<file path="src/rtl/dsp_slice.sv">
// dsp_slice: 27x27 signed variable-precision DSP slice.
// It has an optional Y+Z pre-adder, a 28x27 multiplier, and a 64-bit
// accumulate/chain adder followed by an optional output register.
// Optional feature macro: DSP_COEF_ROM_EN. When defined, coefsela selects
// between ax and a seven-entry coefficient bank (COEF_1..COEF_7).
module dsp_slice #(
  parameter logic signed [26:0] COEF_1 = 27'sd1,
  parameter logic signed [26:0] COEF_2 = 27'sd2,
  parameter logic signed [26:0] COEF_3 = 27'sd3,
  parameter logic signed [26:0] COEF_4 = 27'sd4,
  parameter logic signed [26:0] COEF_5 = 27'sd5,
  parameter logic signed [26:0] COEF_6 = 27'sd6,
  parameter logic signed [26:0] COEF_7 = 27'sd7
) (
  input  logic        clk,
  input  logic        clr,
  input  logic        ena,
  input  logic        loadconst,
  input  logic        accumulate,
  input  logic        negate,
  input  logic [26:0] ay,
  input  logic [25:0] az,
  input  logic [26:0] ax,
  input  logic [2:0]  coefsela,
  input  logic [26:0] scanin,
  input  logic [63:0] chainin,
  output logic [26:0] scanout,
  output logic [63:0] chainout,
  output logic [63:0] resulta,
  input  logic [4:0]  mux_sel,
  input  logic [63:0] constant
);

  localparam int unsigned XW = 27;
  localparam int unsigned YW = 27;
  localparam int unsigned ZW = 26;
  localparam int unsigned PYW = 28;
  localparam int unsigned PW = 55;
  localparam int unsigned RW = 64;
  localparam int unsigned CW = 3;

  // Static configuration decode
  logic pre_en_c, in_reg_en_c, chain_en_c, out_reg_en_c, scan_sel_c;
  assign pre_en_c     = mux_sel[0];
  assign in_reg_en_c  = mux_sel[1];
  assign chain_en_c   = mux_sel[2];
  assign out_reg_en_c = mux_sel[3];
  assign scan_sel_c   = mux_sel[4];

  // Input stage registers, scan register and accumulator
  logic [XW-1:0] ax_q, ax_d;
  logic [YW-1:0] ay_q, ay_d;
  logic [ZW-1:0] az_q, az_d;
  logic          neg_q, neg_d;
  logic          ldc_q, ldc_d;
  logic          accf_q, accf_d;
  logic [CW-1:0] cs_q, cs_d;
  logic [YW-1:0] scan_q, scan_d;
  logic [RW-1:0] acc_q, acc_d;

  // Datapath nets
  logic [YW-1:0]        ay_sel_c;
  logic [XW-1:0]        ax_eff_c;
  logic [YW-1:0]        ay_eff_c;
  logic [ZW-1:0]        az_eff_c;
  logic                 neg_eff_c, ldc_eff_c, accf_eff_c;
  logic [CW-1:0]        cs_eff_c;
  logic signed [XW-1:0] x_op_c;
  logic signed [PYW-1:0] y_prime_c;
  logic signed [PW-1:0] prod_c;
  logic [RW-1:0]        prod64_c;
  logic [RW-1:0]        sum_c;

  // Y operand source: local ay or the previous slice's scan chain
  assign ay_sel_c = scan_sel_c ? scanin : ay;

  // Operand selection: registered input stage or live bypass
  always_comb begin
    ax_eff_c   = ax;
    ay_eff_c   = ay_sel_c;
    az_eff_c   = az;
    neg_eff_c  = negate;
    ldc_eff_c  = loadconst;
    accf_eff_c = accumulate;
    cs_eff_c   = coefsela;
    if (in_reg_en_c) begin
      ax_eff_c   = ax_q;
      ay_eff_c   = ay_q;
      az_eff_c   = az_q;
      neg_eff_c  = neg_q;
      ldc_eff_c  = ldc_q;
      accf_eff_c = accf_q;
      cs_eff_c   = cs_q;
    end
  end

`ifdef DSP_COEF_ROM_EN
  // X operand: ax when coefsela is 0, otherwise a coefficient bank entry
  always_comb begin
    x_op_c = $signed(ax_eff_c);
    case (cs_eff_c)
      3'd1:    x_op_c = COEF_1;
      3'd2:    x_op_c = COEF_2;
      3'd3:    x_op_c = COEF_3;
      3'd4:    x_op_c = COEF_4;
      3'd5:    x_op_c = COEF_5;
      3'd6:    x_op_c = COEF_6;
      3'd7:    x_op_c = COEF_7;
      default: x_op_c = $signed(ax_eff_c);
    endcase
  end
`else
  // Without the coefficient bank, X is always ax, and coefsela plus the bank
  // parameters are folded into a sink.
  logic unused_coef;
  assign unused_coef = ^{cs_eff_c, COEF_1, COEF_2, COEF_3, COEF_4,
                         COEF_5, COEF_6, COEF_7};
  assign x_op_c = $signed(ax_eff_c);
`endif

  // Pre-adder, multiplier and the 64-bit sum
  always_comb begin
    y_prime_c = $signed({ay_eff_c[YW-1], ay_eff_c});
    if (pre_en_c) begin
      y_prime_c = y_prime_c + $signed({{(PYW-ZW){az_eff_c[ZW-1]}}, az_eff_c});
    end
    prod_c   = PW'(y_prime_c) * PW'(x_op_c);
    prod64_c = {{(RW-PW){prod_c[PW-1]}}, prod_c};
    sum_c    = neg_eff_c ? (RW'(0) - prod64_c) : prod64_c;
    if (accf_eff_c) sum_c = sum_c + acc_q;
    if (ldc_eff_c)  sum_c = sum_c + constant;
    if (chain_en_c) sum_c = sum_c + chainin;
  end

  // Next-state for all registers; ena=0 holds everything
  always_comb begin
    ax_d   = ax_q;
    ay_d   = ay_q;
    az_d   = az_q;
    neg_d  = neg_q;
    ldc_d  = ldc_q;
    accf_d = accf_q;
    cs_d   = cs_q;
    scan_d = scan_q;
    acc_d  = acc_q;
    if (ena) begin
      ax_d   = ax;
      ay_d   = ay_sel_c;
      az_d   = az;
      neg_d  = negate;
      ldc_d  = loadconst;
      accf_d = accumulate;
      cs_d   = coefsela;
      scan_d = ay_sel_c;
      acc_d  = sum_c;
    end
  end

  // Register bank with asynchronous active-low clear
  always_ff @(posedge clk or negedge clr) begin
    if (!clr) begin
      ax_q   <= '0;
      ay_q   <= '0;
      az_q   <= '0;
      neg_q  <= 1'b0;
      ldc_q  <= 1'b0;
      accf_q <= 1'b0;
      cs_q   <= '0;
      scan_q <= '0;
      acc_q  <= '0;
    end else begin
      ax_q   <= ax_d;
      ay_q   <= ay_d;
      az_q   <= az_d;
      neg_q  <= neg_d;
      ldc_q  <= ldc_d;
      accf_q <= accf_d;
      cs_q   <= cs_d;
      scan_q <= scan_d;
      acc_q  <= acc_d;
    end
  end

  // Output selection: accumulator register or combinational sum
  assign resulta  = out_reg_en_c ? acc_q : sum_c;
  assign chainout = resulta;
  assign scanout  = scan_q;

endmodule

</file>
<file path="config.mk">
export PLATFORM = sky130hd
export DESIGN_NAME = dsp_slice
export DESIGN_NICKNAME = d
export VERILOG_FILES = /design/src/rtl/dsp_slice.sv
export SDC_FILE = /design/constraint.sdc
export NUM_CORES = 2
export LEC_CHECK = 0
export ABC_AREA = 0
export BUFFER_PORTS_ARGS = -buffer_cell sky130_fd_sc_hd__buf_4
export CORE_UTILIZATION = 25
export DETAILED_ROUTE_END_ITERATION = 7
export GPL_TIMING_DRIVEN = 0
export PLACE_DENSITY_LB_ADDON = 0.1
export SETUP_SLACK_MARGIN = 0.4
export SLEW_MARGIN = 20
export SYNTH_ARGS = -nofsm -noshare
export SYNTH_HDL_FRONTEND = slang
export SYNTH_SLANG_ARGS = --single-unit
export TNS_END_PERCENT = 20
</file>
<file path="constraint.sdc">
create_clock -name clk -period 23.4 [get_ports clk]
set_input_delay 1.17 -clock clk [delete_from_list [all_inputs] [get_ports clk]]
set_output_delay 1.17 -clock clk [all_outputs]
set_load 0.005 [all_outputs]
</file>
==> run summary <==
worst reg2reg endpoint = acc_q[63]
fraction of post-synthesis cell area in the top cell type by area = 29.80%
Mapped Area = 53,080 um^2
floorplan die area = 214,200 um^2
overall routed net length = 266,800 um
Yosys top cell by area = sky130_fd_sc_hd__fa_1
layout net count = 8,423
Vias per Instance = 5.051
GP Congestion = 0.9504
share of the clock period used by the worst path = 95.66%
Worst-path clk slew = 0.08 ns
fraction of the yosys area taken by sequential cells = 6.931%
run status = complete, no violations
maximum number of pins on one net before global-route repair = 78
maximum level of the CTS H-tree = 4
area of the core = 210,200 um^2
largest family of logic cells by synthesized area = adder cells
number of top-level design ports = 404
critical path's largest stage delay = 0.64 ns
routed via count = 49,562
count of flip-flops with a built-in enable after synthesis = 0
mux share of post-synthesis cell area = 7.268%
category of the worst setup path launch point = primary input
DIE HEIGHT = 462.8 um
worst r2r src = scanout[0]
Syn Area/Cell = 8.144 um^2
largest clock skew in the final design = 0.03054 ns
Routed wire per std cell = 27.19 um
hold path start = az_q[6]
number of global-route vias before repair = 50,597
die width = 462.8 um
xor-xnor portion of the synthesized cell area = 4.234%
most frequent cell on the critical path = sky130_fd_sc_hd__fa_1
area delta synth->final = 17.19%
path depth of the worst reg2reg path = 77
setup TNS = 0 ns
syn_nets = 7,947
antenna violations before repair = 10
Worst R2R Setup Slack = 3.65 ns
synthesized instance count = 6,517
1st-iter DRT viols = 3,730
# setup viols final = 0
slew at the pin closest to its max-slew limit = 1.212 ns
worst path required time = 22.23 ns
HPWL reported at the end of detailed placement = 230,200 um
worst hold stages = 1
count of buffers from port buffering = 396
ANT nets after route = 0
adder and majority gate portion of the synthesized area = 39.01%
proportion of register bits with asynchronous set or reset after synthesis = 100.0%
CP Class = in -> out
number of sinks on the clock net = 147
first-pass detailed-route iteration total = 5
effective utilization at floorplan = 25.25%
Hold Crit Endpoint = az_q[6]
highest fanout seen on the critical path = 10
Primary FF master, synth = sky130_fd_sc_hd__dfrtp_1
cell type of the slowest stage on the worst timing path = sky130_fd_sc_hd__fa_2
critical path capture point type = output port
cell total after placement = 9,739
Max-slew headroom = 16.89%
row count = 168
number of synthesized register bits = 147
count of synthesis-stage warnings from yosys = 0
area fraction in compound gates after synthesis = 16.41%
unrepaired setup endpoints after global routing = yes
Max Buffers Root-to-Sink = 2
worst setup timing slack at the placement stage = -4.262 ns
leading cell type in the layout, fill and taps excluded = sky130_fd_sc_hd__inv_1
Arr. time, crit path = 21.21 ns
overflow left after global routing = 0
Final Max Tran Viols = 0
number of DRC violations after detailed routing = 0
global-route wire length before repair = 379,300 um
final standard cell count with taps included and fillers excluded = 9,813
Area contributors post-synth = sky130_fd_sc_hd__fa_1 30%, sky130_fd_sc_hd__ha_1 9.2%, sky130_fd_sc_hd__dfrtp_1 6.9%
clock tree from TritonCTS = built
fraction of final layout cells with drive strength greater than 1 = 16.23%
Final Critical Period = 22.38 ns
post-synthesis simple-gate area fraction = 16.38%
Finished Core Util = 29.59%
setup ws final = 1.017 ns
most frequent cells in the layout = 915 x sky130_fd_sc_hd__inv_1, 786 x sky130_fd_sc_hd__nor2_1, 783 x sky130_fd_sc_hd__fa_1, 574 x sky130_fd_sc_hd__nand2_1, 511 x sky130_fd_sc_hd__buf_4
worst hold path class = reg -> reg
Max Cap Violations = 0
overall global routing resource usage = 24.67%
count of different cell masters after synthesis = 104
CTS root buf = sky130_fd_sc_hd__clkbuf_16
number of buffers inserted by hold repair at cts = 0
clock network latency to the later pin of the worst-skew pair = 0.57 ns
Num CTS Buffers = 17
achievable frequency = 0.04468 GHz
total count of hold-check failures in the final report = 0
## synth_stat cells (all sizes together) (15+ instances only)
cell / count
a211o: 21
a211oi: 58
a21boi: 19
a21o: 169
a21oi: 350
a22oi: 30
a311oi: 17
a31oi: 58
and2: 44
and3: 37
and4: 15
buf: 106
clkbuf: 280
dfrtp: 147
fa: 790
ha: 391
inv: 921
mux2: 272
mux2i: 79
nand2: 576
nand2b: 49
nand3: 136
nand4: 60
nor2: 788
nor2b: 28
nor3: 95
nor4: 22
o211ai: 35
o21a: 42
o21ai: 250
o21bai: 37
o22ai: 27
o311ai: 36
o31ai: 27
or2: 22
or3: 41
or4: 15
xnor2: 159
xor2: 95
## kinds of logic after synthesis
| family | Yosys count |
|---|---|
| muxes | 351 |
| and+or+nand+nor | 1956 |
| adders and majority gates | 1181 |
| buffers and inverters | 1308 |
| DFF | 147 |
| xor gates and xnor gates | 255 |
| AOI/OAI and AO/OA | 1319 |
## sequential cells by signal, indices dropped and copies added (netlist names)
signal,flops
ldc_q,1
ax_q,27
neg_q,1
accf_q,1
scanout,27
acc_q,64
az_q,26
## how the worst max path moves through the flow
stage / start / to / slack, ns
global placement: mux_sel[1] / resulta[63] / -6.31
detailed placement: mux_sel[1] / resulta[63] / -4.26
global route: mux_sel[4] / resulta[63] / 0.26
floorplan: mux_sel[1] / resulta[63] / 2.61
CTS: mux_sel[1] / resulta[63] / 0.39
finish: mux_sel[1] / resulta[63] / 1.02
## routing by layer
layer | part of all wire, % | wire length, um | GRT usage [%] | vias to the layer above
met5 | 0.019 | 52 | 0 | -
met4 | 3.4 | 8945 | 7.082 | 8
met3 | 5.0 | 13280 | 2.690 | 255
met2 | 45 | 120700 | 39.74 | 1577
met1 | 46 | 123800 | 34.60 | 25054
li1 | - | - | - | 22668
## critical path: cells and delay by family
kind | cells | cell delay (ns)
simple gates | 12 | 3.09
mux | 1 | 0.35
fa+ha+maj | 13 | 5.72
compound gates | 34 | 7.06
xor+xnor | 3 | 0.70
buf+inv | 20 | 3.02
## cell type report
type,count,area (um^2)
Clock buffer,18,439.2
Tap cell,2805,3510
Clock inverter,14,163.9
Buffer,384,1957
Timing Repair Buffer,459,3583
Multi-Input combinational cell,5062,45380
Inverter,922,3481
Fill cell,22856,148000
Sequential cell,147,3679
Antenna cell,2,5.005
## what timing repair did
action                                  in CTS  in global routing
setup buffers                               16                 26
gates resized for setup                    169                161
endpoints found under the setup margin      86                 46
cloned                                       0                  0
pin swaps                                    8                 21
## metrics by stage
| step | cell area, um^2 | hold WS [ns] |
|---|---|---|
| global route | 62190 | 0.5150 |
| global placement | 59560 | 0.4830 |
| finish | 62200 | 0.5069 |
| CTS | 61420 | 0.5090 |
| detailed placement | 60060 | 0.4897 |
| floorplan | 53080 | 0.4750 |
Power is left out: the tool's default activity adds up to more than one toggle a clock period on the data nets, which glitch-free logic cannot reach.
